`config.mk`:
```
export PLATFORM = sky130hd
export DESIGN_NAME = micro_op_serializer
export DESIGN_NICKNAME = d
export VERILOG_FILES = /design/src/rtl/micro_op_serializer_pkg.sv /design/src/rtl/micro_op_serializer_lane_picker.sv /design/src/rtl/micro_op_serializer.sv
export SDC_FILE = /design/constraint.sdc
export NUM_CORES = 1
export LEC_CHECK = 0
export ABC_AREA = 1
export CORE_MARGIN = 5
export CORE_UTILIZATION = 45
export DETAILED_ROUTE_END_ITERATION = 12
export GPL_TIMING_DRIVEN = 0
export MAX_ROUTING_LAYER = met4
export PLACE_DENSITY = 0.81
export SLEW_MARGIN = 5
export SYNTH_ARGS = -nofsm -noshare
export SYNTH_HDL_FRONTEND = slang
export SYNTH_SLANG_ARGS = --single-unit
```
`constraint.sdc`:
```
create_clock -name clk -period 4.4 [get_ports clk]
set_input_delay 0.88 -clock clk [delete_from_list [all_inputs] [get_ports clk]]
set_output_delay 0.88 -clock clk [all_outputs]
set_load 0.05 [all_outputs]
```
`src/rtl/micro_op_serializer_pkg.sv`:
```
// Shared types for the micro-op serializer: group geometry, pending-count type,
// serializer state and the opaque micro-op payload record.
package micro_op_serializer_pkg;

    localparam int DEFAULT_DECODE_WIDTH       = 2;
    localparam int DEFAULT_MICRO_OP_MAX_NUM   = 3;
    localparam int GROUP_WIDTH                = DEFAULT_MICRO_OP_MAX_NUM * DEFAULT_DECODE_WIDTH;
    localparam int ALL_DECODED_MICRO_OP_WIDTH = $clog2(GROUP_WIDTH);

    typedef logic [ALL_DECODED_MICRO_OP_WIDTH:0] SerializerCount;

    typedef enum logic {
        SER_EMPTY = 1'b0,
        SER_DRAIN = 1'b1
    } ser_state_e;

    // Payload is carried through untouched; the serializer never inspects it.
    typedef struct packed {
        logic [7:0] opcode;
        logic [3:0] dst;
        logic       mid;
        logic       last;
        logic       split;
    } op_info_t;

endpackage

```
`src/rtl/micro_op_serializer_lane_picker.sv`:
```
// micro_op_lane_picker: combinational selector returning the slot indices of the
// first DECODE_WIDTH set bits of a mask, lowest index first.
module micro_op_lane_picker #(
    parameter int DECODE_WIDTH = 2,
    parameter int GROUP_WIDTH  = 6,
    parameter int IDX_WIDTH    = $clog2(GROUP_WIDTH)
) (
    input  logic [GROUP_WIDTH-1:0]                  mask_i,
    output logic [DECODE_WIDTH-1:0][IDX_WIDTH-1:0]  lane_idx_o,
    output logic [DECODE_WIDTH-1:0]                 lane_valid_o
);

    // Walk the mask once; the running set-bit count decides which lane a hit fills.
    always_comb begin
        int cnt;
        cnt          = 0;
        lane_idx_o   = '0;
        lane_valid_o = '0;
        for (int i = 0; i < GROUP_WIDTH; i++) begin
            for (int k = 0; k < DECODE_WIDTH; k++) begin
                if (mask_i[i] && (cnt == k)) begin
                    lane_idx_o[k]   = IDX_WIDTH'(i);
                    lane_valid_o[k] = 1'b1;
                end else begin
                    lane_idx_o[k]   = lane_idx_o[k];
                    lane_valid_o[k] = lane_valid_o[k];
                end
            end
            if (mask_i[i]) begin
                cnt = cnt + 1;
            end else begin
                cnt = cnt;
            end
        end
    end

endmodule

```
`src/rtl/micro_op_serializer.sv`:
```
// Buffers one decoded micro-op group and emits it DECODE_WIDTH lanes per cycle in
// program order, accepting the next group in the same cycle the last lanes drain.
module micro_op_serializer
    import micro_op_serializer_pkg::*;
#(
    parameter int DECODE_WIDTH     = DEFAULT_DECODE_WIDTH,
    parameter int MICRO_OP_MAX_NUM = DEFAULT_MICRO_OP_MAX_NUM,
    localparam int GROUP_WIDTH     = MICRO_OP_MAX_NUM * DECODE_WIDTH
) (
    input  logic                              clk,
    input  logic                              rstN,
    input  logic                              flush,
    input  logic                              inValid,
    input  logic [GROUP_WIDTH-1:0]            inSlotValid,
    input  op_info_t [GROUP_WIDTH-1:0]        inOps,
    output logic                              inReady,
    input  logic                              stall,
    output logic [DECODE_WIDTH-1:0]           outValid,
    output op_info_t [DECODE_WIDTH-1:0]       outOps
);

    localparam int IW = $clog2(GROUP_WIDTH);
    localparam int CW = IW + 1;

    op_info_t [GROUP_WIDTH-1:0]        slots_q, slots_d;
    logic [GROUP_WIDTH-1:0]            pend_mask_q, pend_mask_d;
    logic [CW-1:0]                     pend_cnt_q, pend_cnt_d;
    logic [DECODE_WIDTH-1:0][IW-1:0]   lane_idx_s;
    logic [DECODE_WIDTH-1:0]           lane_valid_s;
    logic [GROUP_WIDTH-1:0]            emit_mask_s;
    logic [CW-1:0]                     emit_cnt_s;
    logic [CW-1:0]                     in_cnt_s;
    ser_state_e                        state_s;
    logic                              in_ready_s;

    micro_op_lane_picker #(
        .DECODE_WIDTH (DECODE_WIDTH),
        .GROUP_WIDTH  (GROUP_WIDTH),
        .IDX_WIDTH    (IW)
    ) u_picker (
        .mask_i       (pend_mask_q),
        .lane_idx_o   (lane_idx_s),
        .lane_valid_o (lane_valid_s)
    );

    // Output lanes, emitted-slot mask and the acceptance condition.
    always_comb begin
        outValid    = lane_valid_s;
        emit_mask_s = '0;
        emit_cnt_s  = '0;
        for (int k = 0; k < DECODE_WIDTH; k++) begin
            outOps[k] = slots_q[lane_idx_s[k]];
            if (lane_valid_s[k]) begin
                emit_mask_s[lane_idx_s[k]] = 1'b1;
                emit_cnt_s                 = emit_cnt_s + CW'(1);
            end else begin
                emit_cnt_s = emit_cnt_s;
            end
        end
        if (pend_mask_q != '0) begin
            state_s = SER_DRAIN;
        end else begin
            state_s = SER_EMPTY;
        end
        // Zero-bubble overlap: a group may load while the final lanes drain.
        in_ready_s = rstN && !flush &&
                     ((state_s == SER_EMPTY) ||
                      (!stall && (pend_cnt_q <= CW'(DECODE_WIDTH))));
        inReady    = in_ready_s;
    end

    // Next-state: flush beats load, load beats drain, stall holds everything.
    always_comb begin
        slots_d     = slots_q;
        pend_mask_d = pend_mask_q;
        pend_cnt_d  = pend_cnt_q;
        in_cnt_s    = '0;
        for (int i = 0; i < GROUP_WIDTH; i++) begin
            in_cnt_s = in_cnt_s + CW'(inSlotValid[i]);
        end
        if (flush) begin
            pend_mask_d = '0;
            pend_cnt_d  = '0;
        end else if (inValid && in_ready_s) begin
            slots_d     = inOps;
            pend_mask_d = inSlotValid;
            pend_cnt_d  = in_cnt_s;
        end else if (!stall) begin
            pend_mask_d = pend_mask_q & ~emit_mask_s;
            pend_cnt_d  = pend_cnt_q - emit_cnt_s;
        end else begin
            pend_mask_d = pend_mask_q;
            pend_cnt_d  = pend_cnt_q;
        end
    end

    // Pending bookkeeping; reset drops any partially drained group.
    always_ff @(posedge clk or negedge rstN) begin
        if (!rstN) begin
            pend_mask_q <= '0;
            pend_cnt_q  <= '0;
        end else begin
            pend_mask_q <= pend_mask_d;
            pend_cnt_q  <= pend_cnt_d;
        end
    end

    // Payload storage is qualified by the pending mask, so it carries no reset.
    always_ff @(posedge clk) begin
        slots_q <= slots_d;
    end

endmodule
```
# Yosys cells after proc, flatten, opt, wreduce, memory -nomap -nowiden
# Index checks and enable logic that the tools add are counted.
dict set report totals {
  in_bits 101
  output_inout_bits 33
  ff_bits 100
}
dict set report classes {
  magnitude_cmp 5
  eq_ne 6
  n_reduce_logical 26
  muxes 45
  n_bitwise 5
  add_sub_neg 11
}
# op n
set op_table {}
lappend op_table {{32-bit zero test} 5}
lappend op_table {{32-bit by 2-bit equality test with 1-bit output, second input constant} 4}
lappend op_table {{32-bit two-way mux} 4}
lappend op_table {{32-bit by 2-bit adder with 32-bit output, second input constant} 3}
lappend op_table {{15-bit binary-select mux with 3-bit select} 2}
lappend op_table {{15-bit two-way mux} 2}
lappend op_table {{6-bit two-way mux} 5}
lappend op_table {{1-bit two-way mux} 18}
lappend op_table {{1-bit logical AND} 16}
lappend op_table {{3-bit two-way mux} 4}
lappend op_table {{4-bit two-way mux} 3}
lappend op_table {{2-bit two-way mux} 5}
lappend op_table {{4-bit by 1-bit adder with 4-bit output} 2}
lappend op_table {{3-bit by 4-bit less-than comparator with 1-bit output, second input constant} 2}
lappend op_table {{6-bit bitwise AND} 1}
lappend op_table {{1-bit demux with 3-bit select} 2}
lappend op_table {{3-bit by 1-bit greater-or-equal comparator with 1-bit output, second input constant} 2}
lappend op_table {{6-bit inverter} 1}
lappend op_table {{6-bit OR} 1}
lappend op_table {{6-bit nonzero test} 1}
lappend op_table {{1-bit by 1-bit adder with 2-bit output, second input constant} 2}
lappend op_table {{3-bit by 1-bit adder with 4-bit output} 1}
lappend op_table {{4-bit by 2-bit <= comparator with 1-bit output, second input constant} 1}
lappend op_table {{4-bit subtractor} 1}
lappend op_table {{other kinds (8)} 10}

# Longest topological paths before layout
dict set report depth {
  depth_word 24
  mapped_depth 25
  mapped_depth_nobuf 24
}

# Hierarchy
# Synthesis repeated with hierarchy kept, for this count alone.
dict set report hier_totals {
  cells_unflattened 621
  hier_area_um2 5674.2
}
# mod n_inst cells_per_inst area_per_inst_um2
set by_module_without_submodules {}
lappend by_module_without_submodules {micro_op_serializer 1 525 5103.6}
lappend by_module_without_submodules {micro_op_lane_picker 1 96 570.5}

# Least setup slack after synthesis
# OpenSTA, ideal clock, no wires.
dict set report synth_path {
  kind {input port to flip-flop}
  from {input stall}
  to {register pend_cnt_q[3]}
  arrival_ns 4.264
  stages 8
  path_slack_ns -0.091
  t_required_ns 4.173
  cell_sequence {nor3_1 -> o21ai_0 -> nand2_1 -> nand2_1 -> nor2_1 -> nand2_1 -> inv_1 -> o31ai_1}
}
dict set report synth_between {
  elab_chain_cells 7
  word_cells_on_any_way 8
  cone_classes {1 x eq/ne; 2 x mux; 5 x reduce/logical}
}
# item line
set synth_lines {}
lappend synth_lines {{start: declaration} micro_op_serializer.sv:17} ;# input logic stall,
lappend synth_lines {{1-bit zero test (*)} --}
lappend synth_lines {{1-bit logical AND (*)} micro_op_serializer.sv:68} ;# (!stall && (pend_cnt_q <= CW'(DECODE_WIDTH))));
lappend synth_lines {{1-bit logical OR (*)} micro_op_serializer.sv:67} ;# ((state_s == SER_EMPTY) ||
lappend synth_lines {{1-bit logical AND (*)} micro_op_serializer.sv:66} ;# in_ready_s = rstN && !flush &&
lappend synth_lines {{named net inReady} micro_op_serializer.sv:16} ;# output logic inReady,
lappend synth_lines {{1-bit logical AND (*)} micro_op_serializer.sv:84} ;# end else if (inValid && in_ready_s) begin
lappend synth_lines {{4-bit two-way mux} micro_op_serializer.sv:84}
lappend synth_lines {{4-bit two-way mux} micro_op_serializer.sv:81} ;# if (flush) begin
lappend synth_lines {{end signal: assignment} micro_op_serializer.sv:104} ;# pend_cnt_q <= pend_cnt_d;
lappend synth_lines {{end: declaration} micro_op_serializer.sv:27} ;# logic [CW-1:0] pend_cnt_q, pend_cnt_d;
# Mark *: on every way through the listed nets, which the timed path passes. The rest lies on a longest branch.
# A chain may end at the register's enable or synchronous reset.

==> results.yml <==
run_status:
  run_status: "finished, violations left"
  violations: "setup timing"
sta:
  max_freq_ghz: 0.219
  whs_ns: 0.551
  timing.final.ws_setup_ns: -0.157
  finalHoldViolCount: 0
  fin_crit_sh_pct: 104
  slew_headroom_pct: 64.9
  finalMaxSlewViolations: 0
  finClkSkew_ns: 0.00784
  setup_viol: 29
  post-route-min-period_ns: 4.56
  worstMarginPinSlew_ns: 0.525
  rsz0062_at_grt: "yes"
clocking:
  numCtsBuffers: 9
  insertion_delay_ns: 0.35
  clk_pin_slew_ns: 0.07
  cts_buffer_depth: 2
  ctsRootBufferMaster: "clkbuf_16"
  htreeDepth: 3
  cts_tree: "yes"
  holdBufCountCts: 0
  cts.sinks: 100
detailed_routing:
  wire_per_inst_microns: 21.8
  viasPerCell: 5.96
  drc: 0
  antenna_left: 0
  drt_iter0_drc: 729
  wl_microns: 19300
  routed-via-count: 5283
  firstDrtPassIters: 5
critical_path:
  cp_data_required_time_ns: 3.52
  cp-end-kind: "primary output"
  crit_chain: "inv_2, fa_2, ha_4, nand2_4, nand2_4, ha_4, or2_4, nand2_2, nand2_2, nor2_4, nand2_8, buf_8, nand3_4, buf_6, a21oi_1, o21ai_1, nand3_2, buf_6"
  slowest_stage: "fa_2"
  cp-start-kind: "register"
  critPathMaxFanout: 5
  cp_num_buf_inv: 4
  cpPeakStageDelay_ns: 0.64
  critPathTopFamily: "adder cells"
  cp.arrival_ns: 3.68
  crit_type: "reg2out"
floorplanning:
  die_h_microns: 120
  start_util_pct: 45.6
  num_rows: 40
  coreArea_sq_um: 12000
  io_pins: 134
  dieArea_sq_um: 14400
  die_w_microns: 120
yosys:
  ys_async_sr_fraction_pct: 10.0
  synthCells: 549
  synth_top_cell_by_area: "edfxtp_1"
  synth.distinct_cells: 38
  yosys-top-cells-area: "edfxtp_1 (50%), nand2_1 (6.9%), dfrtp_1 (4.6%), inv_1 (4.5%), nand3_1 (4.2%)"
  yosysSeqAreaShare_pct: 54.1
  synth_area_per_cell_sq_um: 9.94
  synth_top_area_share_pct: 49.5
  ys_warn_count: 0
  synth-seq-cells: 100
  synth_nets: 669
  synth_ff_type: "edfxtp_1"
  syn_area_sq_um: 5460
  synth_edf_count: 90
layout:
  area_delta_synth_final_pct: 54.9
  nNetsFinal: 854
  final_cell_mix: "clkdlybuf4s50_1 (101), edfxtp_1 (90), nand2_1 (83)"
  num_antenna_cells: 0
  drive_above_1_share_pct: 29.6
  layout.cells.non_filler: 886
  layout_commonest_cell: "clkdlybuf4s50_1"
  final_core_util_pct: 70.7
grt:
  grt_pass1_vias: 5112
  antenna_found_initial: 0
  overflow: 0
  grt.total_usage_pct: 24.5
  grt_pass1_wl_microns: 26800
  grt_max_degree: 45
power_and_ir_drop:
  p_clk_share_pct: 30.7
  p_int_uw: 1830
  switchingPower_uw: 814
  swShare_pct: 30.8
  combPwrFrac_pct: 27.4
  peakVddDrop_mv: 0.263
  power_per_cell_area_nw_per_um2: 313
  pwr-share-seq_pct: 41.9
  leakage_uw: 0.00343
job:
  maxCapViolCount: 0
worst_hold_path:
  min_path_type: "reg2reg"
placed_design:
  dpl.cell_count: 831
  port_buffers: 133
  gp_congestion: 0.945
  place.detailed.hpwl_microns: 12200
metrics by stage:
step	area, sq um	setup TNS, ns	total power (uW)	worst slack (ns)
after floorplan	5460	0	1470	0.0894
after global placement	6980	-19.34	1710	-0.660
after detailed placement	7020	-22.02	1720	-0.741
after CTS	7800	-0.113	2560	-0.0272
after global routing	8450	-4.56	2720	-0.211
final	8450	-2.10	2640	-0.157
power groups by stage:
stage / Sequential, uW / Clock (uW) / Combinational (uW)
floorplan: 1120 / 0 / 349
global placement: 1120 / 0 / 585
detailed placement: 1120 / 0 / 599
CTS: 1100 / 803 / 652
global route: 1110 / 851 / 760
finish: 1110 / 810 / 724
timing repair:
action,CTS,global route
endpoints found under the setup margin,35,34
pin swaps,21,34
resized for setup,297,107
buffers inserted,12,21
gates cloned,2,4
area by class of cell:
| class | instances | area, sq um |
|---|---|---|
| Inverter | 69 | 285 |
| Clock inverter | 6 | 63.8 |
| Multi-Input combinational cell | 355 | 2620 |
| Fill cell | 762 | 3510 |
| Sequential cell | 100 | 2960 |
| Clock buffer | 10 | 229 |
| Tap cell | 147 | 184 |
| Timing Repair Buffer | 174 | 1820 |
| Buffer | 25 | 295 |
sequential cells by signal (all words and copies together), names as in the netlist:
signal and count:
pend_cnt_q 4, pend_mask_q 6, slots_q 90
Yosys cell counts (2+ instances only):
| cell type | n |
|---|---|
| nand2_1 | 101 |
| edfxtp_1 | 90 |
| inv_1 | 65 |
| nand3_1 | 46 |
| o21ai_0 | 36 |
| a21oi_1 | 32 |
| o211ai_1 | 30 |
| nor2_1 | 23 |
| o221ai_1 | 15 |
| ha_1 | 14 |
| o21bai_1 | 14 |
| buf_2 | 12 |
| dfrtp_1 | 10 |
| nand2_2 | 7 |
| clkbuf_1 | 5 |
| fa_1 | 5 |
| o21ai_1 | 5 |
| buf_4 | 4 |
| inv_2 | 4 |
| buf_6 | 3 |
| nand3_2 | 3 |
| nor2_4 | 3 |
| xor2_1 | 3 |
| nand3_4 | 2 |
| nor2_2 | 2 |
| nor3_1 | 2 |
| o22ai_1 | 2 |
cell families (layout without fill, tap and decap cells):
logic type	count (synthesis)	count (layout)	synth area share [%]
multiplexers	1	1	0.183
AND/OR/NAND/NOR	193	193	16.4
buffers and inverters	94	284	7.45
adder cells (fa/ha/maj)	19	19	5.05
AO/OA/AOI/OAI	138	138	16.1
flip-flops	100	100	54.1
XOR/XNOR	4	4	0.642
worst paths after layout:
| check | start | to | slack (ns) | cells past startpoint |
|---|---|---|---|---|
| worst max-delay path | pend_mask_q[1] | outOps[21] | -0.16 | 18 |
| worst max register to register | pend_mask_q[1] | pend_cnt_q[2] | 0.13 | 23 |
| max in group asynchronous | rstN | pend_mask_q[2] | 3.16 | 1 |
| worst min register to register | pend_cnt_q[3] | pend_cnt_q[3] | 0.55 | 2 |
| worst min-delay path | pend_cnt_q[3] | pend_cnt_q[3] | 0.55 | 2 |
| min in group asynchronous | rstN | pend_cnt_q[1] | 0.87 | 1 |
metal layers:
| layer | wire length (microns) | GRT usage [%] | up-vias |
|---|---|---|---|
| met1 | 6920 | 29.8 | 2476 |
| met3 | 1600 | 4.71 | 115 |
| li1 | - | - | 2304 |
| met4 | 1140 | 10.5 | 0 |
| met5 | 0 | - | - |
| met2 | 9680 | 40.0 | 388 |
worst min-delay path, stage by stage (launching register included):
cell and delay, ns:
dfrtp_1 0.39, nand2_1 0.07, o31ai_1 0.06
No activity file was read; power rests on OpenSTA's default activity.
